===== config.mk =====
export PLATFORM = sky130hd
export DESIGN_NAME = gerador_jogo_flat
export DESIGN_NICKNAME = d
export VERILOG_FILES = /design/src/rtl/gerador_jogo_if.sv /design/src/rtl/gerador_jogo.sv /design/src/flat_wrapper.sv
export SDC_FILE = /design/constraint.sdc
export NUM_CORES = 1
export LEC_CHECK = 0
export BUFFER_PORTS_ARGS = -buffer_cell sky130_fd_sc_hd__clkbuf_2
export CAP_MARGIN = 20
export CORE_MARGIN = 1.5
export CORE_UTILIZATION = 38
export CTS_BUF_LIST = sky130_fd_sc_hd__clkbuf_16
export DETAILED_ROUTE_END_ITERATION = 6
export PLACE_DENSITY_LB_ADDON = 0.3
export REMOVE_ABC_BUFFERS = 1
export SLEW_MARGIN = 0
export SYNTH_ARGS = -nofsm -noshare
export SYNTH_HDL_FRONTEND = slang
export SYNTH_SLANG_ARGS = --single-unit
export TNS_END_PERCENT = 50

===== constraint.sdc =====
create_clock -name clock -period 7.35 [get_ports clock]
set_input_delay 1.47 -clock clock [delete_from_list [all_inputs] [get_ports clock]]
set_output_delay 1.47 -clock clock [all_outputs]
set_load 0.01 [all_outputs]

===== src/rtl/gerador_jogo_if.sv =====
// Game-word bus between the controller (master) and the role dealer (slave).
interface gerador_jogo_if;
  logic       gerar;
  logic [4:0] seed;
  logic [2:0] jogador;
  logic [9:0] jogo;
  logic [1:0] classe;
  logic       pronto;
  logic       ocupado;
  logic [1:0] db_estado;

  modport master (
    output gerar, seed, jogador,
    input  jogo, classe, pronto, ocupado, db_estado
  );

  modport slave (
    input  gerar, seed, jogador,
    output jogo, classe, pronto, ocupado, db_estado
  );
endinterface


===== src/rtl/gerador_jogo.sv =====
// PoliLobinho role dealer: shuffles the 5-card deck with a Fisher-Yates pass
// driven by a 16-bit Galois LFSR and publishes the result as a packed game word.
module gerador_jogo (
  input logic           clock,
  input logic           reset,
  gerador_jogo_if.slave bus
);

  typedef enum logic [1:0] {
    OCIOSO    = 2'd0,
    EMBARALHA = 2'd1,
    PRONTO    = 2'd2
  } estado_t;

  // Deck slots p0..p4 = 1,2,3,0,0 packed as {p4,p3,p2,p1,p0}
  localparam logic [9:0]  BARALHO       = {2'd0, 2'd0, 2'd3, 2'd2, 2'd1};
  localparam logic [10:0] SEMENTE_BAIXA = 11'h5A1;
  localparam logic [15:0] TAPS          = 16'hB400;

  estado_t         estado;
  logic [15:0]     lfsr;
  logic [15:0]     lfsr_prox;
  logic [2:0]      indice;
  logic [2:0]      alvo;
  logic [4:0][1:0] slots;
  logic [4:0][1:0] slots_troca;
  logic [4:0][1:0] jogo_q;
  logic            pronto_q;
  logic            ocupado_q;
  logic [1:0]      classe_c;

  // Swap target j = (lfsr[7:0] * (i+1)) >> 8, always <= i, plus the next LFSR value
  always_comb begin
    alvo      = 3'(({3'b000, lfsr[7:0]} * {8'h00, indice + 3'd1}) >> 8);
    lfsr_prox = {1'b0, lfsr[15:1]} ^ (lfsr[0] ? TAPS : 16'h0000);
  end

  // Slot contents after exchanging positions i and j (no-op when they coincide)
  always_comb begin
    slots_troca         = slots;
    slots_troca[indice] = slots[alvo];
    slots_troca[alvo]   = slots[indice];
  end

  // Control FSM: accept a start, run four swap steps, then publish the game word
  always_ff @(posedge clock or negedge reset) begin
    if (!reset) begin
      estado    <= OCIOSO;
      lfsr      <= 16'h0001;
      indice    <= 3'd0;
      slots     <= '0;
      jogo_q    <= '0;
      pronto_q  <= 1'b0;
      ocupado_q <= 1'b0;
    end else begin
      case (estado)
        OCIOSO, PRONTO: begin
          if (bus.gerar) begin
            lfsr      <= {bus.seed, SEMENTE_BAIXA};
            slots     <= BARALHO;
            indice    <= 3'd4;
            estado    <= EMBARALHA;
            pronto_q  <= 1'b0;
            ocupado_q <= 1'b1;
          end
        end
        EMBARALHA: begin
          slots  <= slots_troca;
          lfsr   <= lfsr_prox;
          indice <= indice - 3'd1;
          if (indice == 3'd1) begin
            jogo_q    <= slots_troca;
            estado    <= PRONTO;
            pronto_q  <= 1'b1;
            ocupado_q <= 1'b0;
          end
        end
        default: begin
          estado    <= OCIOSO;
          pronto_q  <= 1'b0;
          ocupado_q <= 1'b0;
        end
      endcase
    end
  end

  // Per-player read port; indices beyond the last player read as class 0
  always_comb begin
    classe_c = 2'd0;
    case (bus.jogador)
      3'd0:    classe_c = jogo_q[0];
      3'd1:    classe_c = jogo_q[1];
      3'd2:    classe_c = jogo_q[2];
      3'd3:    classe_c = jogo_q[3];
      3'd4:    classe_c = jogo_q[4];
      default: classe_c = 2'd0;
    endcase
  end

  assign bus.jogo      = jogo_q;
  assign bus.classe    = classe_c;
  assign bus.pronto    = pronto_q;
  assign bus.ocupado   = ocupado_q;
  assign bus.db_estado = estado;

endmodule

===== src/flat_wrapper.sv =====
// flat-port wrapper written by rule: the top's interface ports become plain ports
module gerador_jogo_flat 
  (clock, reset, bus_gerar, bus_seed, bus_jogador, bus_jogo, bus_classe, bus_pronto, bus_ocupado, bus_db_estado);
  gerador_jogo_if bus_i ();
  input logic clock;
  input logic reset;
  input wire logic [$bits(bus_i.gerar)-1:0] bus_gerar;
  input wire logic [$bits(bus_i.seed)-1:0] bus_seed;
  input wire logic [$bits(bus_i.jogador)-1:0] bus_jogador;
  output wire logic [$bits(bus_i.jogo)-1:0] bus_jogo;
  output wire logic [$bits(bus_i.classe)-1:0] bus_classe;
  output wire logic [$bits(bus_i.pronto)-1:0] bus_pronto;
  output wire logic [$bits(bus_i.ocupado)-1:0] bus_ocupado;
  output wire logic [$bits(bus_i.db_estado)-1:0] bus_db_estado;
  assign bus_i.gerar = bus_gerar;
  assign bus_i.seed = bus_seed;
  assign bus_i.jogador = bus_jogador;
  assign bus_jogo = bus_i.jogo;
  assign bus_classe = bus_i.classe;
  assign bus_pronto = bus_i.pronto;
  assign bus_ocupado = bus_i.ocupado;
  assign bus_db_estado = bus_i.db_estado;
  gerador_jogo u_core (.clock(clock), .reset(reset), .bus(bus_i));
endmodule

======== Yosys cells after proc, flatten, opt, wreduce, memory -nomap -nowiden ========
Cells that the tools add are included.
cells by class
  add/sub/neg operators ................... 2
  $mul .................................... 1
  magnitude comparators ................... 4
  equality and inequality tests ........... 9
  mux-type cells .......................... 27
  bitwise operators ....................... 1
  reductions and logical operators ........ 9
operator list
  operator                                                            number
  two-way mux 16 bit                                                  2
  one-hot mux 16 bit (2 select lines)                                 1
  bitwise mux 10 bit                                                  2
  one-hot mux 10 bit (2 select lines)                                 1
  XOR 15 x 16 -> 16 bit                                               1
  binary-select mux 2 bit (select 3 bit)                              2
  demux 2 bit (select 3 bit)                                          2
  two-way mux 2 bit                                                   6
  multiplier 8 x 3 -> 11 bit                                          1
  two-way mux 10 bit                                                  1
  one-hot mux 2 bit (5 select lines)                                  1
  less-than comparator 3 x 4 -> 1 bit (second input constant)         2
  equality test 3 x 1 -> 1 bit (second input constant)                2
  equality test 3 x 2 -> 1 bit (second input constant)                2
  greater-or-equal comparator 3 x 1 -> 1 bit (second input constant)  2
  one-hot mux 3 bit (2 select lines)                                  1
  AND reduction 2 bit                                                 3
  two-way mux 1 bit                                                   4
  one-hot mux 1 bit (2 select lines)                                  2
  one-hot mux 2 bit (2 select lines)                                  1
  adder 3 x 1 -> 3 bit (second input constant)                        1
  equality test 3 bit (second input constant)                         1
  zero test 3 bit                                                     1
  two-way mux 3 bit                                                   1
  9 further kinds                                                     10
storage, ports and cells
  register bits ........................... 43
  output and inout bits ................... 16

======== Longest topological paths before layout ========
  word-level depth ........................ 8
  depth in mapped cells ................... 17

======== Worst setup path after synthesis ========
OpenSTA, ideal clock, no wires.
  path type ............................... reg2reg
  start ................................... reg u_core.indice[0]
  end ..................................... reg u_core.jogo_q, in the netlist u_core.bus.jogo[4]
  library setup time ...................... 0.123 ns
  data arrival time ....................... 4.107 ns
  slack ................................... 3.120 ns
  stages on the path, launching flop included .. 17
  buffers on the path ..................... 2
  clock period less this slack ............ 4.230 ns
  cells stage by stage .................... dfrtp_1 > clkbuf_1 > clkinv_1 > ha_1 > nand2_1 > fa_1 > inv_1 > ha_1 > and4b_1 > a41oi_2 > a211oi_1 > a311o_1 > buf_6 > and3_1 > o21a_1 > or2_1 > o221a_1
between the ends
  word-level cells in the longest chain between the ends .. 7
  elaborated cells between the ends (all ways) .. 20
RTL lines
  element                                                                                                                  line                text
  start, declared                                                                                                          gerador_jogo.sv:23  logic [2:0] indice;
  start signal, assigned                                                                                                   gerador_jogo.sv:70  indice <= indice - 3'd1;
  adder 3 x 1 -> 3 bit                                                                                                     gerador_jogo.sv:34  alvo = 3'(({3'b000, lfsr[7:0]} * {8'h00, indice + 3'd1}) >> 8);
  multiplier 8 x 3 -> 11 bit                                                                                               gerador_jogo.sv:34
  less-than comparator 3 x 4 -> 1 bit (implied by the code) or greater-or-equal comparator 3 x 1 -> 1 bit (tied branches)  gerador_jogo.sv:42  slots_troca[alvo] = slots[indice];
  logical AND 1 bit (implied by the code)                                                                                  gerador_jogo.sv:42
  two-way mux 2 bit (implied by the code)                                                                                  gerador_jogo.sv:42
  demux 2 bit (select 3 bit)                                                                                               n/a
  bitwise mux 10 bit                                                                                                       gerador_jogo.sv:42
  end signal, assigned                                                                                                     gerador_jogo.sv:72  jogo_q <= slots_troca;
  end, declared                                                                                                            gerador_jogo.sv:27  logic [4:0][1:0] jogo_q;
Parallel ways exist; a longest one is shown, timed or not. The select of a mux whose other input is x is not followed.
A chain may end at the register's enable or synchronous reset.

======== Final worst setup path ========
  start ................................... reg u_core.indice[0]
  end ..................................... reg u_core.jogo_q, in the netlist u_core.bus.jogo[7]
The elaborated chain is that of the path after synthesis.

==> impl_metrics.py <==
metrics = {
    "floorplan": {
        "num_io_pins": 27,
        "die_height_um": 91.0,
        "die_w_um": 91.0,
        "floorplan.rows": 31,
        "floorplan.core_area_sq_um": 7370,
        "initial_core_util_pct": 40.0,
        "die_ar_sq_um": 8290,
    },
    "global_route": {
        "via_count_of_the_first_global_routing_pass": 2472,
        "antenna_found_initial": 0,
        "grt_util_all_layers_pct": 18.6,
        "gr-total-overflow": 0,
        "global_route_wire_length_before_repair_mm": 12.4,
        "maximum_number_of_pins_on_one_net_before_global_route_repair": 43,
    },
    "detailed_routing": {
        "detailroute.wirelength.met3_um": 413,
        "wl_mm": 7.33,
        "drtPass1Iterations": 5,
        "drt-initial-drc-count": 186,
        "number_of_nets_with_antenna_violations_after_routing": 0,
        "wl_met1_mm": 3.41,
        "detailroute.via_count": 2593,
        "highest_layer": "met4",
        "drc": 0,
        "wl_per_cell_um": 16.2,
        "wl_met2_mm": 3.28,
        "avgViaCountPerCell": 5.74,
    },
    "synthesis": {
        "netlist_area_sq_um": 2950,
        "syn_warnings": 0,
        "synth.yosys.seq_area_share_pct": 35.7,
        "synth_largest_area_cell": "sky130_fd_sc_hd__dfrtp_1",
        "synth_enable_flop_cells": 0,
        "synth_most_common_cell": "sky130_fd_sc_hd__nand2_1",
        "synth_top_cells_by_area": "sky130_fd_sc_hd__dfrtp_1 (35%), sky130_fd_sc_hd__nand2_1 (5.7%), sky130_fd_sc_hd__ha_1 (4.7%)",
        "synth-seq-cells": 42,
        "ys_dominant_reg_cell": "sky130_fd_sc_hd__dfrtp_1",
        "syn_inst": 332,
        "ys_types": 63,
        "synth_area_per_cell_sq_um": 8.87,
        "synth_top_cells_by_count": "sky130_fd_sc_hd__nand2_1 (45), sky130_fd_sc_hd__dfrtp_1 (41), sky130_fd_sc_hd__nor2_1 (24), sky130_fd_sc_hd__inv_1 (20), sky130_fd_sc_hd__a21oi_1 (14)",
        "synth_largest_type_area_fraction_pct": 34.8,
        "postSynth.asyncResetShare_pct": 100,
    },
    "setup_path": {
        "critical_path_required_ns": 7.55,
        "critical_path.endpoint_type": "flop",
        "cp_top_family": "adder cells",
        "path_depth": 13,
        "critical_path_class": "reg -> reg",
        "critical_path_fanouts_max": 16,
        "worst-path-buf-inv": 2,
        "start_kind": "flop",
        "crit_chain": "clkinv_1, ha_1, nand2_1, fa_1, inv_1, ha_1, and4b_1, a41oi_2, a211oi_1, a311o_1, and4b_1, mux2_4, a31oi_1",
        "critical-path-slowest-cell": "sky130_fd_sc_hd__dfrtp_1",
        "worst_ep_arrival_time_ns": 5.03,
        "timing.reg2reg.worst_path_depth": 13,
        "crit_path_max_incr_delay_ns": 0.66,
    },
    "timing": {
        "timing_hold_violations_final": 0,
        "setup_violations": 0,
        "maxClockFrequency_mhz": 207,
        "slew_violations": 0,
        "timing.slew.headroom_pct": 41.6,
        "tightest_slew_ns": 0.869,
        "rsz0062_at_grt": "false",
        "fin_tns_setup_ns": 0,
        "finClkSkew_ns": 0.00776,
        "post-route-period-util_pct": 65.7,
        "layout_min_cycle_time_ns": 4.83,
    },
    "clock_network": {
        "post_cts.resized_instances": 0,
        "cts_tree": "done",
        "htree_levels": 2,
        "cts_max_path_buffers": 2,
        "clkSlewWorstSetupHoldPaths_ns": 0.06,
        "cts.hold.buffers_added": 0,
        "post_cts_setup_repair_buffer_count": 0,
        "cts.sink_count": 42,
        "cts_inserted_buffers": 5,
        "cts.root.buffer_cell": "sky130_fd_sc_hd__clkbuf_16",
        "clkLatencyLatePin_ns": 0.28,
    },
    "finish": {
        "synthToLayoutAreaGrowth_pct": 12.1,
        "multi_input_combinational_cell_area_sq_um": 1740,
        "fin_util_pct": 44.8,
        "final_layout_size_suffix_gt1_share_pct": 14.2,
        "final.fill_count": 742,
        "nets": 380,
        "insertedDiodeCount": 0,
        "area_taken_by_flip_flops_and_latches_sq_um": 1050,
    },
    "worst_hold_path": {
        "timing.hold.worst_path_depth": 2,
        "worst_hold_path_type": "reg -> reg",
    },
    "job": {
        "max_cap_viol_count": 0,
    },
    "run_status": {
        "outcome": "completed",
    },
    "place": {
        "dp.final_hpwl_mm": 5.38,
        "routabilityCongestion": 0.950,
        "port_buffers": 26,
    },
}
-- final cells by class --
cell class / instances / share of cell area (%)
well taps: 99 / 3.75
clock buffers: 5 / 3.79
flip-flops and latches: 42 / 31.9
repair buffers: 29 / 5.00
inverters: 21 / 2.39
multi-input cells: 253 / 52.7
clock inverters: 3 / 0.493
-- cell usage in the layout (no fill, tap or decap), drive strengths merged, types with 11 or more instances in the layout --
cell	netlist	routed
a31oi	11	11
inv	20	20
ha	11	11
o21ai	24	24
clkbuf	11	31
nor2	24	24
nor3	11	11
nand2	45	45
dfrtp	41	41
a21oi	14	14
-- cells by family (layout without fill, tap and decap cells) --
logic type	count (synthesis)	count (layout)	share of synthesized area, %
adders and majority gates	17	17	8.75
xor gates and xnor gates	4	4	1.19
and+or+nand+nor	121	121	20.8
buffers and inverters	37	58	5.18
AOI/OAI and AO/OA	98	98	23.3
muxes	13	13	5.10
DFF	42	42	35.7
-- worst reg2reg max path: cells and delay by family, from the launching register on --
family,cells,cell delay [ns]
AO/OA/AOI/OAI,4,1.21
multiplexers,1,0.33
AND/OR/NAND/NOR,3,0.83
buffers and inverters,2,0.40
adder cells (fa/ha/maj),3,1.32
flip-flops,1,0.66
-- worst paths after layout --
kind / start / end / slack (ns)
setup / recovery: u_core.indice[0]$_DFFE_PN0P_ / u_core.bus.jogo[7]$_DFFE_PN0P_ / 2.52
hold / removal: u_core.lfsr[15]$_DFFE_PN0P_ / u_core.lfsr[15]$_DFFE_PN0P_ / 0.49
setup reg to reg: u_core.indice[0]$_DFFE_PN0P_ / u_core.bus.jogo[7]$_DFFE_PN0P_ / 2.52
hold reg to reg: u_core.lfsr[15]$_DFFE_PN0P_ / u_core.lfsr[15]$_DFFE_PN0P_ / 0.49
max in group asynchronous: reset / u_core.bus.jogo[9]$_DFFE_PN0P_ / 5.77
min in group asynchronous: reset / u_core.lfsr[8]$_DFFE_PN0P_ / 1.09
-- routing by layer --
layer  GRT usage [%]  vias to the layer above
li1                -                     1242
met1            26.2                     1238
met2            28.4                       92
met3            3.10                       21
met4            7.55                        0
met5               0                        -
-- through the flow --
| step | hold slack [ns] | setup WS [ns] | instance area, sq um | std cells |
|---|---|---|---|---|
| 5_1_grt | 0.521 | 2.19 | 3300 | 452 |
| 2_1_floorplan | 0.446 | 3.19 | 2870 | 316 |
| 6_report | 0.486 | 2.52 | 3300 | 452 |
| 3_5_place_dp | 0.471 | 2.59 | 3140 | 443 |
| 3_3_place_gp | 0.460 | 2.79 | 3140 | 443 |
| 4_1_cts | 0.487 | 2.57 | 3280 | 451 |
-- registers in the layout, indices dropped and copies added, names as in the netlist --
signal	cells
u_core.bus.db_estado	1
u_core.bus.jogo	10
u_core.bus.ocupado	1
u_core.bus.pronto	1
u_core.indice	3
u_core.lfsr	16
u_core.slots	10
Power is left out: the tool's default activity adds up to more than one toggle a clock period on the data nets, which glitch-free logic cannot reach.
